**src/rtl/mbledhesi_pipeline.sv**
```systemverilog
// Pipelined WIDTH-bit adder/subtractor: one CHUNK-bit slice per stage, carry registered between stages.
// Optional signed saturation on the final result when MBLEDHESI_SAT_EN is defined.
module mbledhesi_pipeline #(
    parameter int WIDTH = 16,
    parameter int CHUNK = 4
) (
    input  logic             CLK,
    input  logic             RST,
    input  logic             IN_VALID,
    output logic             IN_READY,
    input  logic [WIDTH-1:0] A,
    input  logic [WIDTH-1:0] B,
    input  logic             CIN,
    input  logic             SUB,
    output logic             OUT_VALID,
    input  logic             OUT_READY,
    output logic [WIDTH-1:0] REZ,
    output logic             CarryOut,
    output logic             OVF,
    output logic             ZERO
);

    localparam int STAGES = WIDTH / CHUNK;
    localparam int LAST   = STAGES - 1;

    // Handshake: a beat moves when valid and ready are both high at a rising edge.
    // Every register advances together on w_adv; a stalled output freezes the whole pipe.
    logic             w_adv;

    // Register k holds operands, sum slices 0..k-1 and the carry into slice k.
    logic             r_v   [STAGES];
    logic [WIDTH-1:0] r_a   [STAGES];
    logic [WIDTH-1:0] r_b   [STAGES];
    logic [WIDTH-1:0] r_sum [STAGES];
    logic             r_c   [STAGES];

    logic [CHUNK:0]   w_add [STAGES];
    logic [WIDTH-1:0] w_sum [STAGES];

    logic [WIDTH-1:0] w_res;
    logic [WIDTH-1:0] w_rez;
    logic             w_cout;
    logic             w_msb_carry;
    logic             w_ovf;

    logic             r_out_valid;
    logic [WIDTH-1:0] r_rez;
    logic             r_cout;
    logic             r_ovf;
    logic             r_zero;

    assign w_adv     = OUT_READY | ~r_out_valid;
    assign IN_READY  = w_adv;
    assign OUT_VALID = r_out_valid;
    assign REZ       = r_rez;
    assign CarryOut  = r_cout;
    assign OVF       = r_ovf;
    assign ZERO      = r_zero;

    always_comb begin
        for (int k = 0; k < STAGES; k++) begin
            w_add[k] = {1'b0, r_a[k][k*CHUNK +: CHUNK]}
                     + {1'b0, r_b[k][k*CHUNK +: CHUNK]}
                     + {{CHUNK{1'b0}}, r_c[k]};
            w_sum[k] = r_sum[k];
            w_sum[k][k*CHUNK +: CHUNK] = w_add[k][CHUNK-1:0];
        end
    end

    assign w_res  = w_sum[LAST];
    assign w_cout = w_add[LAST][CHUNK];
    // Carry into the MSB is recovered from the MSB sum bit and its two operand bits.
    assign w_msb_carry = r_a[LAST][WIDTH-1] ^ r_b[LAST][WIDTH-1] ^ w_res[WIDTH-1];
    assign w_ovf       = w_msb_carry ^ w_cout;

`ifdef MBLEDHESI_SAT_EN
    always_comb begin
        w_rez = w_res;
        if (w_ovf) begin
            w_rez = r_a[LAST][WIDTH-1] ? {1'b1, {(WIDTH-1){1'b0}}}
                                       : {1'b0, {(WIDTH-1){1'b1}}};
        end
    end
`else
    assign w_rez = w_res;
`endif

    // Control and result state: cleared on reset.
    always_ff @(posedge CLK) begin
        if (RST) begin
            for (int k = 0; k < STAGES; k++) begin
                r_v[k] <= 1'b0;
            end
            r_out_valid <= 1'b0;
            r_rez       <= '0;
            r_cout      <= 1'b0;
            r_ovf       <= 1'b0;
            r_zero      <= 1'b0;
        end else if (w_adv) begin
            r_v[0] <= IN_VALID;
            for (int k = 1; k < STAGES; k++) begin
                r_v[k] <= r_v[k-1];
            end
            r_out_valid <= r_v[LAST];
            if (r_v[LAST]) begin
                r_rez  <= w_rez;
                r_cout <= w_cout;
                r_ovf  <= w_ovf;
                r_zero <= (w_rez == '0);
            end
        end
    end

    // Datapath skew registers: meaningless unless the matching valid bit is set.
    always_ff @(posedge CLK) begin
        if (w_adv) begin
            r_a[0]   <= A;
            r_b[0]   <= SUB ? ~B : B;
            r_c[0]   <= SUB ? ~CIN : CIN;
            r_sum[0] <= '0;
            for (int k = 1; k < STAGES; k++) begin
                r_a[k]   <= r_a[k-1];
                r_b[k]   <= r_b[k-1];
                r_c[k]   <= w_add[k-1][CHUNK];
                r_sum[k] <= w_sum[k-1];
            end
        end
    end

endmodule

```
**config.mk**
```make
export PLATFORM = sky130hd
export DESIGN_NAME = mbledhesi_pipeline
export DESIGN_NICKNAME = d
export VERILOG_FILES = /design/src/rtl/mbledhesi_pipeline.sv
export SDC_FILE = /design/constraint.sdc
export NUM_CORES = 1
export LEC_CHECK = 0
export BUFFER_PORTS_ARGS = -buffer_cell sky130_fd_sc_hd__buf_2
export CAP_MARGIN = 10
export CORE_MARGIN = 2
export CORE_UTILIZATION = 61
export DETAILED_ROUTE_END_ITERATION = 7
export GPL_TIMING_DRIVEN = 1
export PLACE_DENSITY_LB_ADDON = 0.08
export SETUP_SLACK_MARGIN = 0.15
export SLEW_MARGIN = 15
export SYNTH_ARGS = -nofsm -noshare
export SYNTH_HDL_FRONTEND = slang
export SYNTH_SLANG_ARGS = --single-unit
```
**constraint.sdc**
```tcl
create_clock -name CLK -period 7.3 [get_ports CLK]
set_clock_uncertainty 0.1 [all_clocks]
set_input_delay 0.73 -clock CLK [delete_from_list [all_inputs] [get_ports CLK]]
set_output_delay 0.73 -clock CLK [all_outputs]
set_load 0.005 [all_outputs]
```
# After elaboration in Yosys (flattened, before gate mapping)
# Memory sizes are Yosys's and may differ from the RTL's.
# Cells that the tools add are included.
# W data, S select, Z words.
[totals] regBits=20 latch_bits=0 mem_bits_rw=200 mem_bits_ro=0 inputBits=38 output_inout_bits=21 elab_cells=43 memories=5
[classes] addsub=8 mul=0 div_mod_pow=0 n_lt_le_gt_ge=0 n_eq_ne=0 shift=0 mux=12 bitwise=11 reduce_logical=2
[mem_list] memory="r_a" depth=4 width=16 read_ports=4 rd_ports_with_merged_regs=0 wr=4 line_no="32" rtl="logic [WIDTH-1:0] r_a [STAGES];"
[mem_list] memory="r_b" depth=4 width=16 read_ports=4 rd_ports_with_merged_regs=0 wr=4 line_no="33" rtl="logic [WIDTH-1:0] r_b [STAGES];"
[mem_list] memory="r_sum" depth=4 width=16 read_ports=4 rd_ports_with_merged_regs=0 wr=4 line_no="34" rtl="logic [WIDTH-1:0] r_sum [STAGES];"
[mem_list] memory="r_c" depth=4 width=1 read_ports=4 rd_ports_with_merged_regs=0 wr=4 line_no="35" rtl="logic r_c [STAGES];"
[mem_list] memory="r_v" depth=4 width=1 read_ports=4 rd_ports_with_merged_regs=0 wr=4 line_no="31" rtl="logic r_v [STAGES];"
[op_table] cell="$add A4 B4 Y5" count=4
[op_table] cell="$add A5 B1 Y5" count=4
[op_table] cell="$logic_not A16 Y1" count=1
[op_table] cell="$mux W16" count=1
[op_table] cell="$not A16 Y16" count=1
[op_table] cell="$mux W1" count=11
[op_table] cell="$or A1 B1 Y1" count=5
[op_table] cell="$xor A1 B1 Y1" count=3
[op_table] cell="$not A1 Y1" count=2
[op_table] cell="$reduce_and A2 Y1" count=1

# Longest topological paths before layout
# Gate-level depths: netlist (run 1).
[depth] depth_word=6 depth_mapped=6 depth_no_buf=6

# Worst setup path before layout (run 1)
# Ideal clock, no wire load.
[synth_path] path_kind="input port to flip-flop" from="input OUT_READY" to="register r_rez[15] (netlist: REZ[15])" setup_ns=0.087 arrival_time_ns=3.950 required_ns=7.113 path_slack_ns=3.163 path_stages=5 path_buffers=1 path_cell_list="and2b_1 -> inv_1 -> nand2_2 -> buf_2 -> o31ai_1"
[synth_between] elab_chain_cells=2
[synth_rtl] item="from (decl)" line_no="16" rtl="input logic OUT_READY,"
[synth_rtl] item="$or A1 B1 Y1" line_no="52" rtl="assign w_adv = OUT_READY | ~r_out_valid;"
[synth_rtl] item="via IN_READY" line_no="10" rtl="output logic IN_READY,"
[synth_rtl] item="$reduce_and A2 Y1 (no line)"
[synth_rtl] item="to (signal assigned)" line_no="106" rtl="r_rez <= w_rez;"
[synth_rtl] item="to (decl)" line_no="47" rtl="logic [WIDTH-1:0] r_rez;"
# The timed path passes the listed nets, and every way through them passes these cells.
# A chain may end at the register's enable or synchronous reset.

==> results of run 1 <==
==> area by class of cell <==
class                           count  area [um^2]
Multi-Input combinational cell    132         1020
Clock buffer                       17          414
Fill cell                         463         1870
Tap cell                          102          128
Clock inverter                     15          186
Sequential cell                   132         3760
Timing Repair Buffer               59          298
Inverter                           14         55.1
==> worst min path at each step <==
stage                       endpoint  slack [ps]
after floorplan           r_a[1][10]         300
after global placement     r_b[1][6]         300
after detailed placement  r_a[2][12]         300
after CTS                  r_a[0][0]         280
after global routing       r_a[0][5]         270
final                      r_a[0][0]         300
==> state kept, by name, indices dropped and copies added (netlist names) <==
register / count
CarryOut: 1
OUT_VALID: 1
OVF: 1
REZ: 16
ZERO: 1
r_a: 40
r_b: 40
r_c: 4
r_sum: 24
r_v: 4
==> kinds of logic (layout without fill, tap and decap cells) <==
| logic type | after synthesis | count (layout) |
|---|---|---|
| flops | 132 | 132 |
| fa+ha+maj | 20 | 20 |
| simple gates | 54 | 54 |
| compound gates | 33 | 33 |
| buf+inv | 21 | 105 |
| xor+xnor | 25 | 25 |
==> per-layer routing <==
| metal | part of all wire, % | track usage (%) | routed length, um | up-vias |
|---|---|---|---|---|
| met5 | 0 | 0 | 0 | - |
| met4 | 2.0 | 8.95 | 138 | 0 |
| met3 | 5.0 | 6.37 | 340 | 13 |
| met2 | 50 | 28.1 | 3370 | 67 |
| met1 | 43 | 20.9 | 2900 | 1145 |
| li1 | - | - | - | 1176 |
==> critical path, cell delays in order (launching register included) <==
cell and delay (ps):
edfxtp_1 390, fa_1 480, fa_1 420, a21o_1 230, a2111oi_4 400, a21oi_1 80
a221oi_1 310
==> power by group through the flow <==
| stage | Sequential [W] | Combinational [W] | Clock [W] |
|---|---|---|---|
| after floorplan | 0.000980 | 0.0000889 | 0 |
| after global placement | 0.000991 | 0.000121 | 0 |
| after detailed placement | 0.000995 | 0.000124 | 0 |
| after CTS | 0.000983 | 0.000131 | 0.000857 |
| after global routing | 0.000993 | 0.000147 | 0.000891 |
| final | 0.000982 | 0.000130 | 0.000846 |
==> per-stage QoR <==
step / cell area, um^2 / instances / power [W] / hold slack, ps / worst slack [ps]
global placement: 5260 / 439 / 0.00111 / 301 / 4600
floorplan: 4860 / 285 / 0.00107 / 300 / 3160
global route: 5860 / 471 / 0.00203 / 272 / 4690
detailed placement: 5260 / 439 / 0.00112 / 305 / 4560
CTS: 5860 / 471 / 0.00197 / 278 / 4770
finish: 5860 / 471 / 0.00196 / 297 / 4800
==> layout by cell type, fill, tap and decap left out, types with 2 or more instances in the layout <==
cell and n:
xnor2_1 7, a21o_1 5, fa_1 8, inv_1 13, buf_2 58, nor2b_1 3, clkinv_4 2, inv_6 2
edfxtp_1 112, bufinv_16 4, and2_1 4, nor4_1 2, o21ai_0 3, xor2_1 18, clkinv_1 5, nor2_1 3
a21oi_1 20, nand2b_1 4, clkbuf_16 16, dfxtp_1 20, ha_1 12, nand2_1 29
==> flow_summary.toml, run 1 <==
[pwr]
comb_power_share_pct = 6.6
p_seq_share_pct = 50.2
peakVddDrop_mv = 0.205
swShare_pct = 20.7
p_per_area_mw_per_mm2 = 334
leakage_nw = 2.36
p_clk_share_pct = 43.2
netSwitchingPower_w = 0.000406
p_int_w = 0.00155

[hold_path]
min_from = "A[0]"
hp-class = "in2reg"
whs_path_depth = 1

[sta]
post-route-period-util_pct = 34.3
relSlewSlack_pct = 35.0
grt_setup_unrepaired = "false"
period_needed_ps = 2500
fin_tns_setup_ps = 0
clock.fmax_mhz = 399
setup_violations = 0
hold_viol_final = 0
tightest_slew_ps = 976
slew_violations = 0

[route]
via_count = 2401
drt-wirelength-per-cell_um = 14.3
drc = 0
postRouteAntennaNets = 0
avgViaCountPerCell = 5.10
first_pass_iters = 6
wl_mm = 6.75
first_iter_violations = 177

[synthesis]
synthAdderAreaFrac_pct = 6.38
synth-edff-count = 112
ys_types = 31
ys_top_cells_by_area = "edfxtp_1 (69%), dfxtp_1 (8.2%), fa_1 (3.3%), xor2_1 (3.2%), ha_1 (3.1%)"
synth_top_family_by_area = "adder cells"
yosysTopAreaCell = "edfxtp_1"
synthesis.area_mm2 = 0.00486
netlist.area_leader.share_pct = 69.2
synthMuxAreaShare_pct = 0
yosysSeqAreaShare_pct = 77.4
syn_nets = 343
synthArstFlopShare_pct = 0
synth_cells = 285
ys_top_cells_by_count = "edfxtp_1 (112), nand2_1 (29), a21oi_1 (20), dfxtp_1 (20), xor2_1 (18)"
syn_area_per_cell_um2 = 17.1
ys.flop_type = "edfxtp_1"
ys_ff_latch = 132
ys_warn_count = 0
synthXorXnorAreaFrac_pct = 4.50
synth-simple-area-share_pct = 5.59
synth_compound_area_share_pct = 4.38
yosysMostFrequentCell = "edfxtp_1"

[floorplanning]
start_util_pct = 62.9
fp.dieArea_mm2 = 0.00870
die_y_um = 93.3
rows = 32
coreArea_mm2 = 0.00773
ios = 59
die_w_um = 93.3

[placement]
place_congestion = 0.788
numPortBuffers = 58
hpwl_mm = 3.91

[worst_setup_path]
endpoint = "OVF"
crit_start = "r_b[3][12]"
reg2reg_to = "OVF"
crit_type = "reg2reg"
r2r_start = "r_b[3][12]"
required_ps = 7610
crit_path_end_kind = "flip-flop"
r2r_cells = 6
cp-start-kind = "flip-flop"
arrival_ps = 2810
critPathMaxFanout = 3
r2r_slack_ps = 4800

[clock_tree]
clkTransAtPathRegs_ps = 60
cts_root_buf = "clkbuf_8"
cts_hold_buf = 0
tritoncts = "yes"
htreeDepth = 4
cts_buffers = 17
max-clock-path-buffers = 2
cts_setup_buffers = 0
cts_resized = 0
worst_skew_pair.late_latency_ps = 510
numClockSinks = 132

[global_route]
grt_max_degree = 84
grt_first_pass_wirelength_mm = 11.0
antenna_found_initial = 0
grt_pass1_vias = 2320
track_usage_pct = 17.5
grt_overflow_total = 0

[finish]
drive_above_1_share_pct = 24.9
fin_nets = 414
syn_to_final_growth_pct = 20.6
post-route-util_pct = 75.8
antennaDiodeCount = 0

[status]
outcome = "finished clean"

[run]
drv_cap = 0
(Power assumes the default switching activity.)
==> run 2: changes to the inputs <==
--- a/config.mk
+++ b/config.mk
@@ -5,10 +5,11 @@
 export SDC_FILE = /design/constraint.sdc
 export NUM_CORES = 1
 export LEC_CHECK = 0
+export ABC_AREA = 1
 export BUFFER_PORTS_ARGS = -buffer_cell sky130_fd_sc_hd__buf_2
 export CAP_MARGIN = 10
 export CORE_MARGIN = 2
-export CORE_UTILIZATION = 61
+export CORE_UTILIZATION = 57
 export DETAILED_ROUTE_END_ITERATION = 7
 export GPL_TIMING_DRIVEN = 1
 export PLACE_DENSITY_LB_ADDON = 0.08
==> constraint.sdc (replaced) <==
create_clock -name CLK -period 2.5 [get_ports CLK]
set_clock_uncertainty 0.1 [all_clocks]
set_input_delay 0.25 -clock CLK [delete_from_list [all_inputs] [get_ports CLK]]
set_output_delay 0.25 -clock CLK [all_outputs]
set_load 0.005 [all_outputs]
==> flow_summary.toml, run 2 <==
[finish]
top_regs = "r_a (40), r_b (40), r_sum (24)"
fin_nets = 478
final_common_cell = "edfxtp_1"
final_cells = 538
syn_to_final_growth_pct = 27.2
final_cell_area_mm2 = 0.00625
final_cell_mix = "edfxtp_1 (112), buf_2 (58), nor2_1 (39)"
drive_above_1_share_pct = 22.2
regArea_mm2 = 0.00376
post-route-util_pct = 75.3
antennaDiodeCount = 0
fillerInstances = 503
multi_input_area_um2 = 1000

[worst_setup_path]
crit_path_end_kind = "primary output"
required_ps = 2150
cp_slowest_cell = "buf_12"
slowest_delay_ps = 430
crit_path_cell_trace = "nand2_4 > buf_12 > buf_2"
critPathMaxFanout = 87
arrival_ps = 1820
cp-start-kind = "flip-flop"
crit_type = "reg2out"

[synthesis]
synthArstFlopShare_pct = 0
ys_top_cells_by_area = "edfxtp_1 (68%), dfxtp_1 (8.1%), xor2_1 (3.6%), fa_1 (3.3%), ha_1 (3.1%)"
synth-edff-count = 112
netlist.area_leader.share_pct = 68.4
ys_ff_latch = 132
ys_types = 23
yosysTopAreaCell = "edfxtp_1"
ys.flop_type = "edfxtp_1"
syn_area_per_cell_um2 = 15.6
ys_warn_count = 0
synth_cells = 315
synthesis.area_mm2 = 0.00491
syn_nets = 373
yosysSeqAreaShare_pct = 76.6
ys_top_cells_by_count = "edfxtp_1 (112), nor2_1 (39), nand2_1 (25)"
yosysMostFrequentCell = "edfxtp_1"

[sta]
grt_setup_unrepaired = "false"
relSlewSlack_pct = 66.9
period_needed_ps = 2170
post-route-period-util_pct = 86.7
tightest_slew_ps = 496
fin_tns_setup_ps = 0
slew_violations = 0
setup_ws_ps = 331
clock.fmax_mhz = 461
hold_viol_final = 0
setup_violations = 0

[global_route]
grt_overflow_total = 0
use_met1_pct = 19.5
track_usage_pct = 16.2
grt_first_pass_wirelength_mm = 11.8
antenna_found_initial = 0
grt_pass1_vias = 2579
busiest_layer = "met2"
grt_use_met2_pct = 26.2
use_met3_pct = 6.29
grt_max_degree = 88

[pwr]
peakVddDrop_mv = 0.590
leakage_nw = 2.60
p_per_area_mw_per_mm2 = 924

[clock_tree]
worst_skew_pair.late_latency_ps = 500
cts_root_buf = "clkbuf_8"
htreeDepth = 4
tritoncts = "yes"
max-clock-path-buffers = 2
clkTransAtPathRegs_ps = 60
numClockSinks = 132
cts_resized = 0
cts_buffers = 17

[placement]
place_area_mm2 = 0.00530
pre_cts_slack_ps = 403
hpwl_mm = 3.97
dp.cells = 471
numPortBuffers = 58
place_congestion = 0.775

[route]
avgViaCountPerCell = 4.79
drt-wirelength-per-cell_um = 12.9
postRouteAntennaNets = 0
wl_mm = 6.92
drc = 0
via_count = 2576
first_iter_violations = 139
first_pass_iters = 4

[floorplanning]
rows = 33
coreArea_mm2 = 0.00830
ios = 59
start_util_pct = 59.2
die_w_um = 96.9
fp.dieArea_mm2 = 0.00938
die_y_um = 96.9

[status]
outcome = "finished clean"

[run]
drv_cap = 0

[hold_path]
hp-class = "in2reg"
run 2: changes by cell type after synthesis, sizes merged, moves of 4 or more:
cell	change
nand2b	-4
nor2	+36
o21ai	+17
and2	-4
a21o	-5
inv	+9
a21oi	-7
nand3	+6
run 2: what timing repair did:
item,in CTS,in global routing
endpoints found under the hold margin,36,0
hold buffers,35,0
setup endpoints to repair,0,0
setup buffers,0,0
run 2: cell families after synthesis:
kind of cell | share of synthesized area [%]
buffers and inverters | 3.08
AND/OR/NAND/NOR | 6.08
AO/OA/AOI/OAI | 3.67
XOR/XNOR | 4.28
flip-flops | 76.6
adder cells (fa/ha/maj) | 6.31
run 2: metal layers:
metal,vias up,routed length [um],share of wire (%)
met5,-,0,0
met4,0,85,1.2
met3,7,284,4.1
met2,68,3570,52
met1,1194,2980,43
li1,1307,-,-
run 2: metrics by stage:
stage                     hold slack, ps  power, W
after detailed placement             305   0.00330
after global routing                 112   0.00605
after CTS                           98.1   0.00584
after global placement               301   0.00327
after floorplan                      212   0.00315
final                                126   0.00578
run 2: power by group:
group / switching, W / internal [W]
registers: 0.000109 / 0.00275
logic: 0.000222 / 0.000209
clock network: 0.000865 / 0.00162
run 2: final timing paths:
kind	depth (start not counted)	slack (ps)	startpoint	end
setup reg to reg	9	370	r_b[3][12]	ZERO
hold / removal	3	130	OUT_READY	r_v[3]
hold reg to reg	0	310	r_a[2][13]	r_a[3][13]
setup / recovery	3	330	OUT_VALID	IN_READY
run 2: worst max-delay path: cells and delay by family, from the launching register on:
family        cells  cell delay (ps)
flops             1              350
buf+inv           2              620
simple gates      1              320
run 2: area by class of cell:
type,count,share of cell area [%]
clock buffers,19,6.74
clock inverters,13,2.94
inverters,24,1.46
multi-input cells,151,16.0
flip-flops and latches,132,60.2
well taps,105,2.10
repair buffers,94,10.6
